`src/rtl/cell_test_unit.sv`:
```
// Nock structural test execute unit: cell/atom test on an operand word, loobean
// result written back as an atom node in place or at the allocator free address.
module cell_test_unit #(
  parameter int                ADDR_W   = 28,
  parameter int                DATA_W   = 64,
  parameter logic [ADDR_W-1:0] NIL_VAL  = {ADDR_W{1'b1}},
  parameter logic              ATOM_TAG = 1'b0,
  parameter int                TIMEOUT  = 255
) (
  input  logic              clk,
  input  logic              rst,
  input  logic              start,
  input  logic              op_sel,
  input  logic              dest_sel,
  input  logic [ADDR_W-1:0] cell_address,
  input  logic [DATA_W-1:0] cell_data,
  input  logic [ADDR_W-1:0] free_addr,
  input  logic              mem_ready,
  input  logic [DATA_W-1:0] read_data1,
  input  logic [DATA_W-1:0] read_data2,
  output logic              mem_execute,
  output logic [ADDR_W-1:0] address1,
  output logic [ADDR_W-1:0] address2,
  output logic [1:0]        mem_func,
  output logic [DATA_W-1:0] write_data,
  output logic              busy,
  output logic              done,
  output logic              result,
  output logic [7:0]        cell_error
);

  localparam logic [1:0] GET_CONTENTS = 2'd1;
  localparam logic [1:0] SET_CONTENTS = 2'd2;
  localparam logic [7:0] TIMEOUT_C    = 8'(TIMEOUT);
  localparam logic [7:0] ERR_NONE     = 8'd0;
  localparam logic [7:0] ERR_READ     = 8'd1;
  localparam logic [7:0] ERR_WRITE    = 8'd2;
  localparam logic [7:0] ERR_NIL      = 8'd3;

  if (DATA_W < 2*ADDR_W+2) begin : g_width_check
    $error("cell_test_unit: DATA_W must be >= 2*ADDR_W+2");
  end

  typedef enum logic [2:0] {
    S_IDLE, S_CHECK, S_READ_WAIT, S_WRITE_REQ, S_WRITE_WAIT, S_ERROR
  } state_t;

  state_t            state;
  logic              start_ff;
  logic              op_inv;
  logic              op_is_cell;
  logic              op_tel_tag;
  logic [ADDR_W-1:0] op_tel;
  logic [ADDR_W-1:0] dest_addr;
  logic [7:0]        tmo_cnt;

  logic              launch;
  logic              abort;
  logic              ack;
  logic              tmo_hit;
  logic              wrapped_atom;
  logic              res_bit;
  logic [DATA_W-1:0] result_word;
  logic              unused_bits;

  assign address2 = '0;
  assign launch   = start & ~start_ff;
  assign abort    = ~start & busy;
  // A ready coinciding with our own request pulse belongs to an earlier request.
  assign ack      = mem_ready & ~mem_execute;
  assign tmo_hit  = (TIMEOUT_C != 8'd0) && ((tmo_cnt + 8'd1) == TIMEOUT_C);
  assign res_bit  = ~op_is_cell ^ op_inv;

  assign wrapped_atom = (read_data1[ADDR_W-1:0] == NIL_VAL) &&
                        (read_data1[2*ADDR_W+1] == ATOM_TAG) &&
                        (read_data1[2*ADDR_W]   == ATOM_TAG);

  assign unused_bits = ^{read_data2, read_data1, cell_data};

  // NOTE: every bit gets a value before any partial overwrite, so no latch is inferred.
  always_comb begin
    result_word                = '0;
    result_word[ADDR_W-1:0]    = NIL_VAL;
    result_word[ADDR_W]        = res_bit;
    result_word[2*ADDR_W]      = ATOM_TAG;
    result_word[2*ADDR_W+1]    = ATOM_TAG;
  end

  always_ff @(posedge clk or posedge rst) begin
    if (rst) begin
      state       <= S_IDLE;
      start_ff    <= 1'b0;
      op_inv      <= 1'b0;
      op_is_cell  <= 1'b0;
      op_tel_tag  <= 1'b0;
      op_tel      <= '0;
      dest_addr   <= '0;
      tmo_cnt     <= '0;
      mem_execute <= 1'b0;
      address1    <= '0;
      mem_func    <= 2'd0;
      write_data  <= '0;
      busy        <= 1'b0;
      done        <= 1'b0;
      result      <= 1'b0;
      cell_error  <= ERR_NONE;
    end else begin
      start_ff <= start;
      // NOTE: non-blocking default makes done a single-cycle pulse unless re-asserted below.
      done     <= 1'b0;
      if (launch) begin
        op_inv      <= op_sel;
        op_tel      <= cell_data[ADDR_W-1:0];
        op_tel_tag  <= cell_data[2*ADDR_W];
        dest_addr   <= dest_sel ? free_addr : cell_address;
        cell_error  <= ERR_NONE;
        result      <= 1'b0;
        tmo_cnt     <= '0;
        mem_execute <= 1'b0;
        mem_func    <= 2'd0;
        busy        <= 1'b1;
        state       <= S_CHECK;
      end else if (abort) begin
        mem_execute <= 1'b0;
        mem_func    <= 2'd0;
        busy        <= 1'b0;
        state       <= S_IDLE;
      end else begin
        case (state)
          S_CHECK: begin
            if (op_tel_tag == ATOM_TAG) begin
              op_is_cell <= 1'b0;
              state      <= S_WRITE_REQ;
            end else if (op_tel == NIL_VAL) begin
              cell_error <= ERR_NIL;
              busy       <= 1'b0;
              state      <= S_ERROR;
            end else begin
              address1    <= op_tel;
              mem_func    <= GET_CONTENTS;
              mem_execute <= 1'b1;
              state       <= S_READ_WAIT;
            end
          end
          S_READ_WAIT: begin
            mem_execute <= 1'b0;
            mem_func    <= 2'd0;
            if (ack) begin
              op_is_cell <= ~wrapped_atom;
              tmo_cnt    <= '0;
              state      <= S_WRITE_REQ;
            end else if (tmo_hit) begin
              cell_error <= ERR_READ;
              busy       <= 1'b0;
              state      <= S_ERROR;
            end else begin
              tmo_cnt <= tmo_cnt + 8'd1;
            end
          end
          S_WRITE_REQ: begin
            address1    <= dest_addr;
            write_data  <= result_word;
            mem_func    <= SET_CONTENTS;
            mem_execute <= 1'b1;
            state       <= S_WRITE_WAIT;
          end
          S_WRITE_WAIT: begin
            mem_execute <= 1'b0;
            mem_func    <= 2'd0;
            if (ack) begin
              done   <= 1'b1;
              result <= res_bit;
              busy   <= 1'b0;
              state  <= S_IDLE;
            end else if (tmo_hit) begin
              cell_error <= ERR_WRITE;
              busy       <= 1'b0;
              state      <= S_ERROR;
            end else begin
              tmo_cnt <= tmo_cnt + 8'd1;
            end
          end
          default: ;
        endcase
      end
    end
  end

endmodule
```
`config.mk`:
```
export PLATFORM = sky130hd
export DESIGN_NAME = cell_test_unit
export DESIGN_NICKNAME = d
export VERILOG_FILES = /design/src/rtl/cell_test_unit.sv
export SDC_FILE = /design/constraint.sdc
export NUM_CORES = 1
export LEC_CHECK = 0
export ABC_AREA = 0
export BUFFER_PORTS_ARGS = -buffer_cell sky130_fd_sc_hd__buf_4
export CAP_MARGIN = 30
export CORE_AREA = 2 2 151 153
export CTS_CLUSTER_DIAMETER = 80
export CTS_CLUSTER_SIZE = 20
export DETAILED_ROUTE_END_ITERATION = 7
export DIE_AREA = 0 0 153 155
export HOLD_SLACK_MARGIN = 0.15
export SLEW_MARGIN = 5
export SYNTH_ARGS = -nofsm -noshare
export SYNTH_HDL_FRONTEND = slang
export SYNTH_SLANG_ARGS = --single-unit
```
`constraint.sdc`:
```
create_clock -name clk -period 4.6 [get_ports clk]
set_input_delay 0.69 -clock clk [delete_from_list [all_inputs] [get_ports clk]]
set_output_delay 0.69 -clock clk [all_outputs]
set_load 0.03 [all_outputs]
```
== After elaboration in Yosys (flattened, before gate mapping) ==
Cells that the tools add are included.

* Flip-flop bits (word level): 142
* Bits of input ports: 254
* Output and inout port bits: 134
* Logic and storage cells: 128

* Add/subtract/negate cells: 1
* Equality and inequality tests: 22
* Muxes and demuxes: 56
* Bitwise gates (word level): 13
* Reduce and logical (&&, ||, !) cells: 20

{| class="wikitable"
|+ Operators by type and width
! operator !! number
|-
| $mux W8 || 13
|-
| $mux W28 || 3
|-
| $eq A28 B28 Y1 const B || 2
|-
| $pmux W28 S2 || 1
|-
| $pmux W8 S3 || 1
|-
| $mux W1 || 21
|-
| $mux W3 || 7
|-
| $ne A3 B3 Y1 const B || 6
|-
| $ne A4 B4 Y1 const B || 4
|-
| $pmux W8 S2 || 1
|-
| $pmux W3 S4 || 1
|-
| $reduce_and A3 Y1 || 4
|-
| $ne A2 B2 Y1 const B || 5
|-
| $reduce_and A5 Y1 || 2
|-
| $reduce_bool A5 Y1 || 2
|-
| $not A1 Y1 || 9
|-
| $add A8 B1 Y8 const B || 1
|-
| $eq A8 B8 Y1 const B || 1
|-
| $mux W2 || 4
|-
| $reduce_and A8 Y1 || 1
|-
| $reduce_bool A2 Y1 || 4
|-
| $eq A3 B2 Y1 const B || 2
|-
| $pmux W1 S3 || 2
|-
| $pmux W2 S3 || 1
|-
| other kinds (11) || 14
|}

== Logic depth before layout (Yosys ltp) ==
* Depth in word-level cells: 7
* Mapped depth: 7
* Mapped depth without buffers: 6

== Worst setup path before layout ==
No wires, ideal clock.

* Kind: in2reg
* Start point: input start
* End point: register address1[10]
* Library setup time: 125 ps
* Arrival time: 2014 ps
* Required time: 4475 ps
* Slack: 2462 ps
* Cell stages on the path: 6
* Buffers on the path: 1
* Path through: or2b_2 nand2_1 nor2_1 a31oi_4 buf_6 mux2_2

* Longest elaborated chain between the ends: 4
* Elaborated cells on any way between the ends: 6
* Classes of those cells: 5 x bitwise; 1 x reduce/logical

{| class="wikitable"
|+ RTL lines
! element !! RTL line !! RTL
|-
| start, declared || 12 || <nowiki>input logic start,</nowiki>
|-
| $not A1 Y1 || 68 || <nowiki>assign abort = ~start & busy;</nowiki>
|-
| $and A1 B1 Y1 || 68 ||
|-
| $not A1 Y1 (no source line) || n/a ||
|-
| $reduce_and A5 Y1 (no source line) (*) || n/a ||
|-
| end signal, assigned || 139 || <nowiki>address1 <= op_tel;</nowiki>
|-
| end signal, assigned || 161 || <nowiki>address1 <= dest_addr;</nowiki>
|-
| end, declared || 22 || <nowiki>output logic [ADDR_W-1:0] address1,</nowiki>
|}

Every way passes the cells marked *; elsewhere a longest branch is shown, timed or not.
A chain may end at the register's enable or synchronous reset.

== Worst setup path after layout ==
* Start point: register state[0]
* End point: register address1[27]

* Longest elaborated chain between the ends: 3
* Elaborated cells on any way between the ends: 7
* Classes of those cells: 4 x eq/ne; 1 x mux; 2 x reduce/logical

{| class="wikitable"
|+ RTL lines
! element !! RTL line !! RTL
|-
| start, declared || 48 || <nowiki>state_t state;</nowiki>
|-
| start signal, assigned || 91 || <nowiki>state <= S_IDLE;</nowiki>
|-
| start signal, assigned || 122 || <nowiki>state <= S_CHECK;</nowiki>
|-
| start signal, assigned || 127 || <nowiki>state <= S_IDLE;</nowiki>
|-
| $eq A3 B1 Y1 / $eq A3 B2 Y1 (equally long branches) || 129 || <nowiki>case (state)</nowiki>
|-
| $ne A2 B2 Y1 (no source line) / $reduce_bool A2 Y1 (equally long branches) || n/a ||
|-
| $reduce_and A5 Y1 (no source line) || n/a ||
|}

Several ways; a longest one is shown, not always the timed one.

==> metrics <==
root buffer cell clkbuf_16; share of cells above drive strength 1 0.354; via count 4,634; core footprint 22,200 um2; post-synth cell types 63; Tightest Hold Check Type primary input to async pin; Sequential Power Share 0.340; Fmax 0.338 GHz; post-synthesis instance total 627; CTS Buf Count 9; setup_tns 0 ps; Max Cap Violations 0; Horiz. Die Dim 153 um; Overflow after GRT 0; internal power 2430 uW; Vias/cell 4.37; final setup vio count 0; worst-path fanout max 28; Clk Latency, worst-skew pair 350 ps; P per Cell Area 543 nW/um2; Psw 1710 uW; antenna diode count 0; most common cell after layout, fill and taps aside buf_4; Syn-to-layout area delta 23.9%; Synth top area share 0.443; Detail Placement HPWL 11,200 um; EDFF count, synth 0; leak pwr 0.00375 uW; worst path required time 4830 ps; Clk network pwr share 0.206; Worst setup SP type flip-flop; combinational share of power 0.454; Final nets 1,027; Final ANT Viol Nets 0; commonest cells after routing, fill and taps aside 191 x buf_4, 130 x nand2_1, 109 x dfrtp_1; Slew @ Worst Pin 913 ps; # DRC 0; Worst setup startpoint state[0]; fin crit share 0.642; Worst setup EP type flip-flop; ys flop type dfrtp_1; Total Wirelength 15,200 um; port buffer count 185; Yosys reg bits 109; Warnings, synthesis 0; H-tree depth 3; DR pass1 iterations 4; starting density of the core 0.277; CP Class flip-flop to flip-flop; clock sinks 109; status finished clean; mapped cell area 6160 um2; reg2reg end address1[27]; Tot GR Track Use 0.127; RSZ-0062 raised after global routing false; gpl congestion 0.816; top post-synthesis cells by area dfrtp_1 44%, buf_4 12%, mux2_2 9.7%, nand2_1 7.9%, mux2i_1 4.9%; post-cts gate resize count 0; die area 23,700 um2; hold slack 361 ps; Final Hold Fails 0; initial antenna violation count 0; Avg WL per Cell 14.4 um; Syn Area/Cell 9.82 um2; Arr. time, crit path 3190 ps; biggest area consumer among synthesized cells dfrtp_1; Max VDD drop 255 uV; CTS tree done; pin count of the biggest net entering global routing 87; Max-slew headroom 0.390; Final Max Slew Viols 0; CTS clock-pin slew for the worst setup and hold paths 70 ps; Worst R2R Start state[0]; cts hold-fix bufs 0; vias in the first global route 4,436; Die Y-Extent 155 um; First DRT Iteration DRCs 216; sw frac 0.413; register area share after synthesis 0.443; std cell rows 55; worst r2r path cells 6; first-pass GRT wire length 23,900 um; Setup Skew 10.3 ps; clock buffer depth 2; asr flop ratio synth 1.00; r2r setup slk 1650 ps; # IOs 388; fin crit period 2950 ps; Setup Buffers After CTS 0
-- per-stage QoR --
| stage | instances | util | worst slack, ps | total power, uW | area, um2 |
|---|---|---|---|---|---|
| floorplan | 695 | - | 1040 | 2880 | 6410 |
| global placement | 1045 | 0.329 | 1620 | 3300 | 7310 |
| detailed placement | 1045 | 0.329 | 1600 | 3330 | 7310 |
| CTS | 1061 | 0.343 | 1570 | 4200 | 7630 |
| global route | 1061 | 0.343 | 1440 | 4380 | 7630 |
| finish | 1061 | 0.343 | 1650 | 4140 | 7630 |
-- kinds of logic after synthesis --
logic type,synth area share
AO/OA/AOI/OAI,0.0975
XOR/XNOR,0.00142
adder cells (fa/ha/maj),0.00406
buffers and inverters,0.152
flip-flops,0.443
multiplexers,0.155
other,0.000609
AND/OR/NAND/NOR,0.147
-- synthesized netlist by cell type, drive strengths merged, types with 3 or more instances --
master and count:
mux2 58, or4 3, buf 113, a31oi 6, nor2 19, o21ai 42
nand4 13, dfrtp 109, nor4 4, o41ai 4, a21oi 13, nor3 4
clkbuf 12, inv 7, nand3 8, o31ai 4, nand2 130, mux2i 30
nand2b 5, nor2b 4, and3 3
-- metal layers --
metal,GRT usage,share of wire,vias up
met2,0.206,0.47,174
li1,-,-,2272
met1,0.163,0.43,2172
met5,0,0,-
met4,0.0384,0.015,0
met3,0.0409,0.079,16
-- critical path, cell delays in order (launching register included) --
cell and delay [ps]:
dfrtp_1 570, and2b_1 340, nand2_1 630, nor2_1 250, a31oi_4 200, buf_4 420
mux2_2 390
-- state kept, by name, summed over array words and instances (netlist names) --
| name | count |
|---|---|
| address1 | 28 |
| op_tel_tag | 1 |
| done | 1 |
| tmo_cnt | 8 |
| dest_addr | 28 |
| op_inv | 1 |
| op_tel | 28 |
| mem_func | 2 |
| state | 3 |
| op_is_cell | 1 |
| start_ff | 1 |
| mem_execute | 1 |
| busy | 1 |
| cell_error | 2 |
| result | 1 |
| write_data | 2 |
-- layout make-up --
| class | instances | area, um2 |
|---|---|---|
| Multi-Input combinational cell | 453 | 2760 |
| Inverter | 7 | 28.8 |
| Fill cell | 2292 | 14600 |
| Clock inverter | 6 | 95.1 |
| Tap cell | 285 | 357 |
| Clock buffer | 10 | 229 |
| Sequential cell | 109 | 2730 |
| Timing Repair Buffer | 191 | 1430 |
-- worst max-delay path by stage --
stage                        end  slack [ps]  cells past startpoint
global placement     address1[3]        1620                      6
floorplan            address1[0]        1040                      1
global route        address1[27]        1440                      6
detailed placement  address1[27]        1600                      6
finish              address1[27]        1650                      6
CTS                 address1[27]        1570                      6
-- power by group through the flow --
| stage | Clock, uW | Sequential, uW | Combinational, uW |
|---|---|---|---|
| global route | 915 | 1450 | 2010 |
| global placement | 0 | 1420 | 1890 |
| floorplan | 0 | 1620 | 1260 |
| finish | 854 | 1410 | 1880 |
| detailed placement | 0 | 1430 | 1900 |
| CTS | 880 | 1410 | 1910 |
Note: power is estimated with default switching activity, not from simulation.
